File: src/rtl/dmem_arb_pkg.sv
// Shared types for the data-memory arbiter and the encoder/decoder engines
// that sit on either side of it.
package dmem_arb_pkg;

  typedef enum logic [1:0] {
    IDLE = 2'd0,
    OWN0 = 2'd1,
    OWN1 = 2'd2
  } arb_state_e;

  // Client index: 0 or 1.
  typedef logic client_t;

  function automatic arb_state_e own_state(input client_t c);
    return c ? OWN1 : OWN0;
  endfunction

endpackage

File: src/rtl/dmem_arb.sv
// Two-client arbiter in front of the single dmem instance: round-robin on
// ties, burst limit with preemption, combinational memory-side mux.
module dmem_arb
  import dmem_arb_pkg::*;
#(
  parameter int AW        = 8,
  parameter int DW        = 8,
  parameter int MAX_BURST = 64
) (
  input  logic          clk,
  input  logic          init,
  input  logic          req0,
  input  logic          req1,
  input  logic          wen0,
  input  logic          wen1,
  input  logic [AW-1:0] raddr0,
  input  logic [AW-1:0] raddr1,
  input  logic [AW-1:0] waddr0,
  input  logic [AW-1:0] waddr1,
  input  logic [DW-1:0] wdata0,
  input  logic [DW-1:0] wdata1,
  output logic          gnt0,
  output logic          gnt1,
  output logic [DW-1:0] rdata,
  output logic          m_wen,
  output logic [AW-1:0] m_raddr,
  output logic [AW-1:0] m_waddr,
  output logic [DW-1:0] m_wdata,
  input  logic [DW-1:0] m_rdata,
  output logic          preempt
);

  localparam int            BW   = (MAX_BURST > 1) ? $clog2(MAX_BURST) : 1;
  localparam logic [BW-1:0] BMAX = BW'(MAX_BURST - 1);

  arb_state_e    state_q, state_d;
  client_t       last_q, last_d;
  logic [BW-1:0] bcnt_q, bcnt_d;
  logic          preempt_c;
  logic          own_req, oth_req;
  client_t       winner;

  always_comb begin
    // NOTE: every always_comb output gets a default first so no path can
    // leave it unassigned and infer a latch.
    state_d   = state_q;
    last_d    = last_q;
    bcnt_d    = bcnt_q;
    preempt_c = 1'b0;
    own_req   = (state_q == OWN1) ? req1 : req0;
    oth_req   = (state_q == OWN1) ? req0 : req1;
    winner    = req0 ? 1'b0 : 1'b1;
    if (req0 && req1) winner = ~last_q;

    unique case (state_q)
      IDLE: begin
        if (req0 || req1) begin
          state_d = own_state(winner);
          last_d  = winner;
          bcnt_d  = '0;
        end
      end
      OWN0, OWN1: begin
        if (!own_req) begin
          state_d = IDLE;
        end else if (bcnt_q == BMAX && oth_req) begin
          state_d   = IDLE;
          preempt_c = 1'b1;
        end else if (bcnt_q != BMAX) begin
          bcnt_d = bcnt_q + 1'b1;
        end
      end
      default: state_d = IDLE;
    endcase
  end

  // last resets to client 1 so that client 0 wins the first tie.
  always_ff @(posedge clk) begin
    // NOTE: sequential state uses non-blocking assignments so every register
    // samples pre-edge values regardless of statement order.
    if (init) begin
      state_q <= IDLE;
      last_q  <= 1'b1;
      bcnt_q  <= '0;
    end else begin
      state_q <= state_d;
      last_q  <= last_d;
      bcnt_q  <= bcnt_d;
    end
  end

  assign gnt0    = (state_q == OWN0);
  assign gnt1    = (state_q == OWN1);
  assign preempt = preempt_c & ~init;
  assign rdata   = m_rdata;

  always_comb begin
    m_wen   = 1'b0;
    m_raddr = '0;
    m_waddr = '0;
    m_wdata = '0;
    unique case (state_q)
      OWN0: begin
        m_wen   = wen0;
        m_raddr = raddr0;
        m_waddr = waddr0;
        m_wdata = wdata0;
      end
      OWN1: begin
        m_wen   = wen1;
        m_raddr = raddr1;
        m_waddr = waddr1;
        m_wdata = wdata1;
      end
      default: ;
    endcase
  end

endmodule
File: config.mk
export PLATFORM = sky130hd
export DESIGN_NAME = dmem_arb
export DESIGN_NICKNAME = d
export VERILOG_FILES = /design/src/rtl/dmem_arb_pkg.sv /design/src/rtl/dmem_arb.sv
export SDC_FILE = /design/constraint.sdc
export NUM_CORES = 1
export LEC_CHECK = 0
export BUFFER_PORTS_ARGS = -buffer_cell sky130_fd_sc_hd__buf_2
export CAP_MARGIN = 20
export CELL_PAD_IN_SITES_DETAIL_PLACEMENT = 0
export CELL_PAD_IN_SITES_GLOBAL_PLACEMENT = 1
export CORE_UTILIZATION = 23
export DETAILED_ROUTE_END_ITERATION = 8
export PLACE_DENSITY = 0.94
export SLEW_MARGIN = 10
export SYNTH_ARGS = -nofsm -noshare
export SYNTH_HDL_FRONTEND = slang
export SYNTH_SLANG_ARGS = --single-unit
File: constraint.sdc
create_clock -name clk -period 2.7 [get_ports clk]
set_input_delay 0.135 -clock clk [delete_from_list [all_inputs] [get_ports clk]]
set_output_delay 0.135 -clock clk [all_outputs]
set_load 0.02 [all_outputs]
# After elaboration in Yosys (flattened, before gate mapping)
# Cells that the tools add are included.
word_totals:
  regBits: 9
  inputBits: 62
  out_inout_bits: 36
  elab_cells: 46
classes:
  add_sub_neg: 1
  eq_ne: 9
  muxes: 21
  n_bitwise: 3
  n_reduce_logical: 9
ops:
  columns: ["operator", "n"]
  rows:
  - ["$pmux W8 S2", 3]
  - ["$mux W6", 4]
  - ["$pmux W6 S2", 1]
  - ["$mux W2", 4]
  - ["$ne A2 B2 Y1 const B", 4]
  - ["$mux W1", 7]
  - ["$add A6 B1 Y6 const B", 1]
  - ["$eq A6 B6 Y1 const B", 1]
  - ["$ne A6 B6 Y1 const B", 1]
  - ["$reduce_and A5 Y1", 1]
  - ["$pmux W2 S2", 1]
  - ["$reduce_and A2 Y1", 2]
  - ["$ne A3 B3 Y1 const B", 1]
  - ["$eq A2 B1 Y1 const B", 1]
  - ["$eq A2 B2 Y1 const B", 1]
  - ["$logic_and A1 B1 Y1", 2]
  - ["$logic_not A2 Y1", 1]
  - ["$not A1 Y1", 2]
  - ["$pmux W1 S2", 1]
  - ["$reduce_bool A2 Y1", 1]
  - ["$reduce_or A2 Y1", 1]
  - ["$and A1 B1 Y1", 1]
  - ["$logic_or A1 B1 Y1", 1]

# Depth between registers and ports, before layout
# Gate-level depths: netlist of run 1.
logic_depth:
  word_depth: 7
  depth_mapped: 7

# Worst setup path before layout of run 1
# OpenSTA, ideal clock, no wires.
synth_timing:
  kind: "register -> output"
  start: "register state_q[0]"
  end: "output m_raddr[2]"
  t_arrival_ns: 1.706
  slack_ns: 0.859
  stages_incl_launch_ff: 7
  path_buffers: 2
  path_cell_list: "dfxtp_1 > inv_1 > ha_1 > clkbuf_1 > buf_1 > a22oi_1 > nor2_1"
synth_between:
  elab_chain_len: 2
synth_lines:
  columns: ["item", "line", "text"]
  rows:
  - ["from (decl)", "dmem_arb.sv:36", "arb_state_e state_q, state_d;"]
  - ["from (signal assigned)", "dmem_arb.sv:86", "state_q <= state_d;"]
  - ["$eq A2 B2 Y1", null, null]
  - ["net gnt1", "dmem_arb.sv:23", "output logic gnt1,"]
  - ["$pmux W8 S2", "dmem_arb.sv:102", "unique case (state_q)"]
  - ["to (decl)", "dmem_arb.sv:26", "output logic [AW-1:0] m_raddr,"]
# The timed path passes the listed nets, and every way through them passes these cells.

# Final worst setup path of run 1
layout_timing:
  start: "register state_q[0]"
  end: "register state_q[1]"
layout_between:
  elab_chain_len: 5
layout_lines:
  columns: ["item", "line", "text"]
  rows:
  - ["$eq A2 B2 Y1", "dmem_arb.sv:50, dmem_arb.sv:51, dmem_arb.sv:55", null]
  - ["$mux W1", "dmem_arb.sv:51", "oth_req = (state_q == OWN1) ? req0 : req1;"]
  - ["$logic_and A1 B1 Y1", "dmem_arb.sv:66", "end else if (bcnt_q == BMAX && oth_req) begin"]
  - ["$ne A3 B3 Y1 (no source line)", null, null]
  - ["$reduce_and A2 Y1 (no source line)", null, null]
# Several ways; a longest one is shown, not always the timed one.
# A chain may end at the register's enable or synchronous reset.

==> metrics.json, run 1 <==
{
  "min_period": {"value": 2020, "unit": "ps"},
  "timing.setup.critical_path_class": {"value": "flip-flop to flip-flop"},
  "drtAntennaViolNets": {"value": 0},
  "std_cell_rows": {"value": 22},
  "worst_skew_pair.late_latency": {"value": 240, "unit": "ps"},
  "starting_utilization_of_the_core_area": {"value": 0.249},
  "die-width": {"value": 66.1, "unit": "microns"},
  "finalSetupViolations": {"value": 0},
  "p_per_area": {"value": 453, "unit": "nW/um^2"},
  "grt_pass1_wl": {"value": 4130, "unit": "microns"},
  "finalHoldViolations": {"value": 0},
  "post-route-drc-count": {"value": 0},
  "antenna_cells": {"value": 0},
  "first_global_vias": {"value": 1009},
  "syn_avg_cell_area": {"value": 6.90, "unit": "sq um"},
  "reg2reg_to": {"value": "state_q[1]"},
  "slew_violations": {"value": 0},
  "detail_route.iter0.violations": {"value": 26},
  "clock-root-buffer": {"value": "sky130_fd_sc_hd__clkbuf_8"},
  "post_synth_net_total": {"value": 203},
  "final.period_utilization": {"value": 0.747},
  "worst_path_maximum_fanout": {"value": 28},
  "maximum_achievable_frequency": {"value": 496, "unit": "MHz"},
  "worst_case_headroom_to_the_max_slew_limit": {"value": 0.669},
  "grt_antenna_before_repair": {"value": 0},
  "placed_cells": {"value": 248},
  "min_delay_path_depth": {"value": 2},
  "tns": {"value": 0, "unit": "ps"},
  "synth-seq-cells": {"value": 9},
  "dieArea": {"value": 4370, "unit": "sq um"},
  "drtPass1Iterations": {"value": 4},
  "cap_viol_max_count": {"value": 0},
  "r2r-start": {"value": "state_q[0]"},
  "postCtsSetupRepairBufs": {"value": 0},
  "clock_tree.buffer_depth": {"value": 2},
  "critPathRequiredTime": {"value": 2820, "unit": "ps"},
  "status": {"value": "complete, no violations"},
  "via_count": {"value": 1245},
  "capturing_element_of_the_worst_setup_path": {"value": "state_q[1]"},
  "clk_pin_slew": {"value": 40, "unit": "ps"},
  "ctsHtreeMaxLevel": {"value": 1},
  "setup.reg_to_reg.worst_slack": {"value": 680, "unit": "ps"},
  "worstHoldPathType": {"value": "input pin to flip-flop"},
  "quantity_of_i_o_buffers_inserted_on_ports": {"value": 81},
  "grt_max_degree": {"value": 31},
  "tritoncts": {"value": "built"},
  "crit_path_start_kind": {"value": "flip-flop"},
  "final-instance-count-excl-fill": {"value": 252},
  "final_common_cell": {"value": "sky130_fd_sc_hd__buf_2"},
  "grt_remaining_overflow": {"value": 0},
  "tritoncts_buffers": {"value": 3},
  "die_h": {"value": 66.1, "unit": "microns"},
  "post_cts_hold_buffer_count": {"value": 0},
  "gr-usage-all-layers": {"value": 0.119},
  "dp_hpwl": {"value": 2140, "unit": "microns"},
  "totalWireLength": {"value": 2740, "unit": "microns"},
  "fill_cells": {"value": 405},
  "worst_pin_slew": {"value": 493, "unit": "ps"},
  "setup.worst_path.end_class": {"value": "flip-flop"},
  "cp.arrival": {"value": 2140, "unit": "ps"},
  "io-pin-count": {"value": 98},
  "leakagePower": {"value": 0.654, "unit": "nW"},
  "leading_cell_types_in_the_layout_fill_and_taps_excluded": {"value": "81 x sky130_fd_sc_hd__buf_2, 30 x sky130_fd_sc_hd__nor2_1, 25 x sky130_fd_sc_hd__a22oi_1, 9 x sky130_fd_sc_hd__dfxtp_1"},
  "netlist_instances": {"value": 137},
  "post_syn_area": {"value": 945, "unit": "sq um"},
  "count_of_instances_resized_after_the_clock_tree_is_built": {"value": 0},
  "placeable_core_region": {"value": 3800, "unit": "sq um"},
  "ys.warnings.count": {"value": 0},
  "areaGrowthSynthToFinish": {"value": 44.0, "unit": "%"},
  "synth.lib_cells_used.distinct": {"value": 32},
  "layout-drive-gt1-share": {"value": 0.431},
  "skew": {"value": 5.03, "unit": "ps"},
  "reg2reg_depth": {"value": 6},
  "final_nets": {"value": 271},
  "finalWeightedCongestion": {"value": 0.809},
  "drt-wirelength-per-cell": {"value": 10.9, "unit": "microns"},
  "detail_route.vias_per_cell": {"value": 4.94},
  "rsz0062_at_grt": {"value": "no"},
  "vdd_ir_drop_max": {"value": 256, "unit": "uV"},
  "cts.sink_count": {"value": 9},
  "synth.yosys.seq_area_share": {"value": 0.191},
  "crit_start": {"value": "state_q[0]"}
}
cells by family (layout without fill, tap and decap cells):
group / count (synthesis) / after routing / share of synthesized area
compound gates: 49 / 49 / 0.381
fa+ha+maj: 4 / 4 / 0.0530
buf+inv: 27 / 94 / 0.146
flops: 9 / 9 / 0.191
mux: 2 / 2 / 0.0212
simple gates: 46 / 46 / 0.208
Yosys cell counts:
cell | n | share of area
sky130_fd_sc_hd__a21oi_1 | 6 | 0.032
sky130_fd_sc_hd__buf_2 | 2 | 0.011
sky130_fd_sc_hd__or3_1 | 1 | 0.0066
sky130_fd_sc_hd__o21ai_0 | 2 | 0.011
sky130_fd_sc_hd__a22oi_1 | 25 | 0.20
sky130_fd_sc_hd__mux2i_1 | 2 | 0.021
sky130_fd_sc_hd__ha_1 | 4 | 0.053
sky130_fd_sc_hd__buf_1 | 3 | 0.012
sky130_fd_sc_hd__inv_2 | 1 | 0.0040
sky130_fd_sc_hd__a41oi_1 | 3 | 0.028
sky130_fd_sc_hd__nand3b_1 | 1 | 0.0079
sky130_fd_sc_hd__a21boi_0 | 2 | 0.016
sky130_fd_sc_hd__o21a_1 | 2 | 0.016
sky130_fd_sc_hd__o21ai_1 | 1 | 0.0053
sky130_fd_sc_hd__nor2b_1 | 1 | 0.0066
sky130_fd_sc_hd__inv_1 | 6 | 0.024
sky130_fd_sc_hd__buf_4 | 9 | 0.072
sky130_fd_sc_hd__a32o_1 | 2 | 0.021
sky130_fd_sc_hd__nand3_1 | 1 | 0.0053
sky130_fd_sc_hd__nor2_1 | 30 | 0.12
sky130_fd_sc_hd__clkbuf_1 | 6 | 0.024
sky130_fd_sc_hd__a311o_1 | 1 | 0.011
sky130_fd_sc_hd__o41a_1 | 1 | 0.012
sky130_fd_sc_hd__a311oi_1 | 2 | 0.019
sky130_fd_sc_hd__nor3b_1 | 1 | 0.0079
sky130_fd_sc_hd__nand2b_1 | 1 | 0.0066
sky130_fd_sc_hd__nand4_1 | 1 | 0.0066
sky130_fd_sc_hd__a31oi_1 | 2 | 0.013
sky130_fd_sc_hd__and3_1 | 1 | 0.0066
sky130_fd_sc_hd__nor3_1 | 2 | 0.011
sky130_fd_sc_hd__dfxtp_1 | 9 | 0.19
sky130_fd_sc_hd__nand2_1 | 6 | 0.024
worst min path at each step:
stage	startpoint	end	slack, ps
CTS	init	last_q	170
floorplan	init	last_q	250
global placement	m_rdata[2]	rdata[2]	270
global route	init	last_q	220
detailed placement	m_rdata[2]	rdata[2]	270
finish	init	last_q	180
final cells by class:
type	instances	area [sq um]	area share
Multi-Input combinational cell	101	627	0.461
Timing Repair Buffer	83	420	0.309
Sequential cell	9	180	0.132
Tap cell	48	60.1	0.0442
Clock buffer	3	41.3	0.0304
Inverter	7	26.3	0.0193
Clock inverter	1	5.00	0.00368
per-stage QoR:
stage	utilization	total power, mW	hold WS, ps	setup slack (ps)	cell area (sq um)
detailed placement	0.346	0.464	270	653	1310
global route	0.358	0.664	222	494	1360
CTS	0.358	0.625	175	643	1360
floorplan	-	0.387	246	859	945
global placement	0.346	0.464	270	676	1310
finish	0.358	0.616	182	684	1360
per-layer routing:
| layer | part of all wire | up-vias | track usage |
|---|---|---|---|
| met4 | 0.018 | 0 | 0.0532 |
| met1 | 0.43 | 547 | 0.139 |
| li1 | - | 629 | - |
| met5 | 0 | - | 0 |
| met2 | 0.46 | 64 | 0.214 |
| met3 | 0.092 | 5 | 0.0121 |
registers in the layout, indices dropped and copies added (netlist names):
| name | cells |
|---|---|
| last_q | 1 |
| bcnt_q | 6 |
| state_q | 2 |
critical path, stage by stage, from the launching register on:
cell	delay (ps)
sky130_fd_sc_hd__dfxtp_1	340
sky130_fd_sc_hd__inv_1	70
sky130_fd_sc_hd__ha_1	370
sky130_fd_sc_hd__inv_2	360
sky130_fd_sc_hd__a311oi_1	110
sky130_fd_sc_hd__o41a_1	450
sky130_fd_sc_hd__a32o_1	210
power breakdown:
group	switching, mW	internal [mW]
clock	0.0554	0.101
combinational	0.192	0.118
sequential	0.00674	0.143
total	0.254	0.361
No activity file was read; power rests on OpenSTA's default activity.
==> run 2, diff against run 1 <==
--- a/config.mk
+++ b/config.mk
@@ -9,9 +9,9 @@
 export CAP_MARGIN = 20
 export CELL_PAD_IN_SITES_DETAIL_PLACEMENT = 0
 export CELL_PAD_IN_SITES_GLOBAL_PLACEMENT = 1
-export CORE_UTILIZATION = 23
+export CORE_UTILIZATION = 21
 export DETAILED_ROUTE_END_ITERATION = 8
-export PLACE_DENSITY = 0.94
+export PLACE_DENSITY = 0.87
 export SLEW_MARGIN = 10
 export SYNTH_ARGS = -nofsm -noshare
 export SYNTH_HDL_FRONTEND = slang
==> constraint.sdc (replaced) <==
create_clock -name clk -period 2.1 [get_ports clk]
set_input_delay 0.105 -clock clk [delete_from_list [all_inputs] [get_ports clk]]
set_output_delay 0.105 -clock clk [all_outputs]
set_load 0.02 [all_outputs]
==> run 2 against run 1 <==
Sequential share of layout area decreased by 0.12 points. Combinational power is 32% higher. Sequential power up 29%. Clock skew decreased by 4.7 ps. Critical endpoint is now state_q[0]. Largest cell class unchanged. Largest power group unchanged.
==> metrics.json, run 2 (synthesized netlist as in run 1, its figures left out) <==
{
  "r2r-start": {"value": "state_q[0]"},
  "clock_tree.buffer_depth": {"value": 2},
  "finalWeightedCongestion": {"value": 0.789},
  "antenna_cells": {"value": 0},
  "design_power_total": {"value": 0.810, "unit": "mW"},
  "dieArea": {"value": 4770, "unit": "sq um"},
  "slew_violations": {"value": 0},
  "totalWireLength": {"value": 2860, "unit": "microns"},
  "worstHoldPathType": {"value": "input pin to flip-flop"},
  "min_delay_path_depth": {"value": 2},
  "clock-root-buffer": {"value": "sky130_fd_sc_hd__clkbuf_8"},
  "finalHoldViolations": {"value": 0},
  "leading_cell_types_in_the_layout_fill_and_taps_excluded": {"value": "81 x sky130_fd_sc_hd__buf_2, 30 x sky130_fd_sc_hd__nor2_1, 25 x sky130_fd_sc_hd__a22oi_1, 9 x sky130_fd_sc_hd__dfxtp_1"},
  "io-pin-count": {"value": 98},
  "postCtsSetupRepairBufs": {"value": 0},
  "fill_cells": {"value": 482},
  "grt_antenna_before_repair": {"value": 0},
  "grt_remaining_overflow": {"value": 0},
  "quantity_of_i_o_buffers_inserted_on_ports": {"value": 81},
  "drt-wirelength-per-cell": {"value": 11.1, "unit": "microns"},
  "timing.setup.critical_path_class": {"value": "flip-flop to flip-flop"},
  "crit_start": {"value": "state_q[0]"},
  "fin_area": {"value": 1370, "unit": "sq um"},
  "worst_pin_slew": {"value": 439, "unit": "ps"},
  "worst_skew_pair.late_latency": {"value": 240, "unit": "ps"},
  "setup.worst_path.end_class": {"value": "flip-flop"},
  "final_common_cell": {"value": "sky130_fd_sc_hd__buf_2"},
  "vdd_ir_drop_max": {"value": 344, "unit": "uV"},
  "status": {"value": "complete, no violations"},
  "layout-drive-gt1-share": {"value": 0.434},
  "max_flop_register": {"value": "bcnt_q"},
  "count_of_instances_resized_after_the_clock_tree_is_built": {"value": 0},
  "reg2reg_depth": {"value": 6},
  "drtAntennaViolNets": {"value": 0},
  "die_h": {"value": 69.1, "unit": "microns"},
  "detail_route.vias_per_cell": {"value": 4.91},
  "cap_viol_max_count": {"value": 0},
  "min_period": {"value": 1870, "unit": "ps"},
  "worstHoldEndpoint": {"value": "last_q"},
  "final_nets": {"value": 272},
  "placeable_core_region": {"value": 4320, "unit": "sq um"},
  "starting_utilization_of_the_core_area": {"value": 0.218},
  "tns": {"value": 0, "unit": "ps"},
  "detail_route.iter0.violations": {"value": 48},
  "std_cell_rows": {"value": 24},
  "critPathRequiredTime": {"value": 2230, "unit": "ps"},
  "via_count": {"value": 1261},
  "placed_cells": {"value": 253},
  "grt_max_degree": {"value": 31},
  "largest_register_ffs": {"value": 6},
  "first_global_vias": {"value": 1142},
  "skew": {"value": 0.282, "unit": "ps"},
  "p_per_area": {"value": 590, "unit": "nW/um^2"},
  "cp.arrival": {"value": 2000, "unit": "ps"},
  "utilization": {"value": 0.317},
  "gr-usage-all-layers": {"value": 0.120},
  "cts.sink_count": {"value": 9},
  "finalSetupViolations": {"value": 0},
  "post-route-drc-count": {"value": 0},
  "worst_case_headroom_to_the_max_slew_limit": {"value": 0.705},
  "tritoncts_buffers": {"value": 3},
  "largest_registers": {"value": "bcnt_q (6), state_q (2), last_q (1)"},
  "worst_path_maximum_fanout": {"value": 11},
  "clk_pin_slew": {"value": 50, "unit": "ps"},
  "final.period_utilization": {"value": 0.892},
  "rsz0062_at_grt": {"value": "no"},
  "setup.reg_to_reg.worst_slack": {"value": 230, "unit": "ps"},
  "final-instance-count-excl-fill": {"value": 257},
  "leakagePower": {"value": 0.658, "unit": "nW"},
  "tritoncts": {"value": "built"},
  "post_cts_hold_buffer_count": {"value": 0},
  "ctsHtreeMaxLevel": {"value": 1},
  "areaGrowthSynthToFinish": {"value": 45.3, "unit": "%"},
  "maximum_achievable_frequency": {"value": 534, "unit": "MHz"},
  "crit_path_start_kind": {"value": "flip-flop"},
  "drtPass1Iterations": {"value": 4},
  "grt_pass1_wl": {"value": 4880, "unit": "microns"},
  "holdCritStartpoint": {"value": "init"},
  "reg2reg_to": {"value": "state_q[0]"},
  "die-width": {"value": 69.1, "unit": "microns"},
  "dp_hpwl": {"value": 2150, "unit": "microns"},
  "placed_cell_area": {"value": 1330, "unit": "sq um"}
}
-- run 2: where the power goes --
group | switching [mW] | leakage [nW] | internal [mW]
clock | 0.0767 | 0.0255 | 0.130
sequential | 0.00980 | 0.0732 | 0.183
combinational | 0.252 | 0.560 | 0.158
-- run 2: worst max-delay path: stages (launching register included) --
cell                       delay [ps]
sky130_fd_sc_hd__dfxtp_1          350
sky130_fd_sc_hd__inv_1             70
sky130_fd_sc_hd__ha_1             380
sky130_fd_sc_hd__inv_2            200
sky130_fd_sc_hd__a311oi_1          90
sky130_fd_sc_hd__o41a_1           460
sky130_fd_sc_hd__a32o_1           210
-- run 2: how the worst max path moves through the flow --
stage	end	slack [ps]
2_1_floorplan	m_raddr[2]	290
3_3_place_gp	state_q[0]	290
3_5_place_dp	state_q[0]	230
4_1_cts	state_q[0]	220
5_1_grt	preempt	70
6_report	state_q[0]	230
-- run 2: area by class of cell --
cell class              count  area, sq um  area share
well taps                  52         65.1      0.0474
flip-flops and latches      9          180       0.131
inverters                   7         26.3      0.0191
repair buffers             84          428       0.312
clock inverters             1         5.00     0.00365
multi-input cells         101          627       0.457
clock buffers               3         41.3      0.0301
-- run 2: metrics by stage --
step / worst slack, ps / hold slack, ps
5_1_grt: 65.2 / 167
2_1_floorplan: 289 / 216
3_5_place_dp: 233 / 210
3_3_place_gp: 289 / 210
6_report: 226 / 147
4_1_cts: 224 / 145
-- run 2: per-layer routing --
metal | global-route usage | share of wire | wire (microns)
met3 | 0.0278 | 0.078 | 222
met5 | 0 | 0 | 0
met4 | 0.0476 | 0.013 | 36
met1 | 0.134 | 0.43 | 1240
met2 | 0.218 | 0.48 | 1370
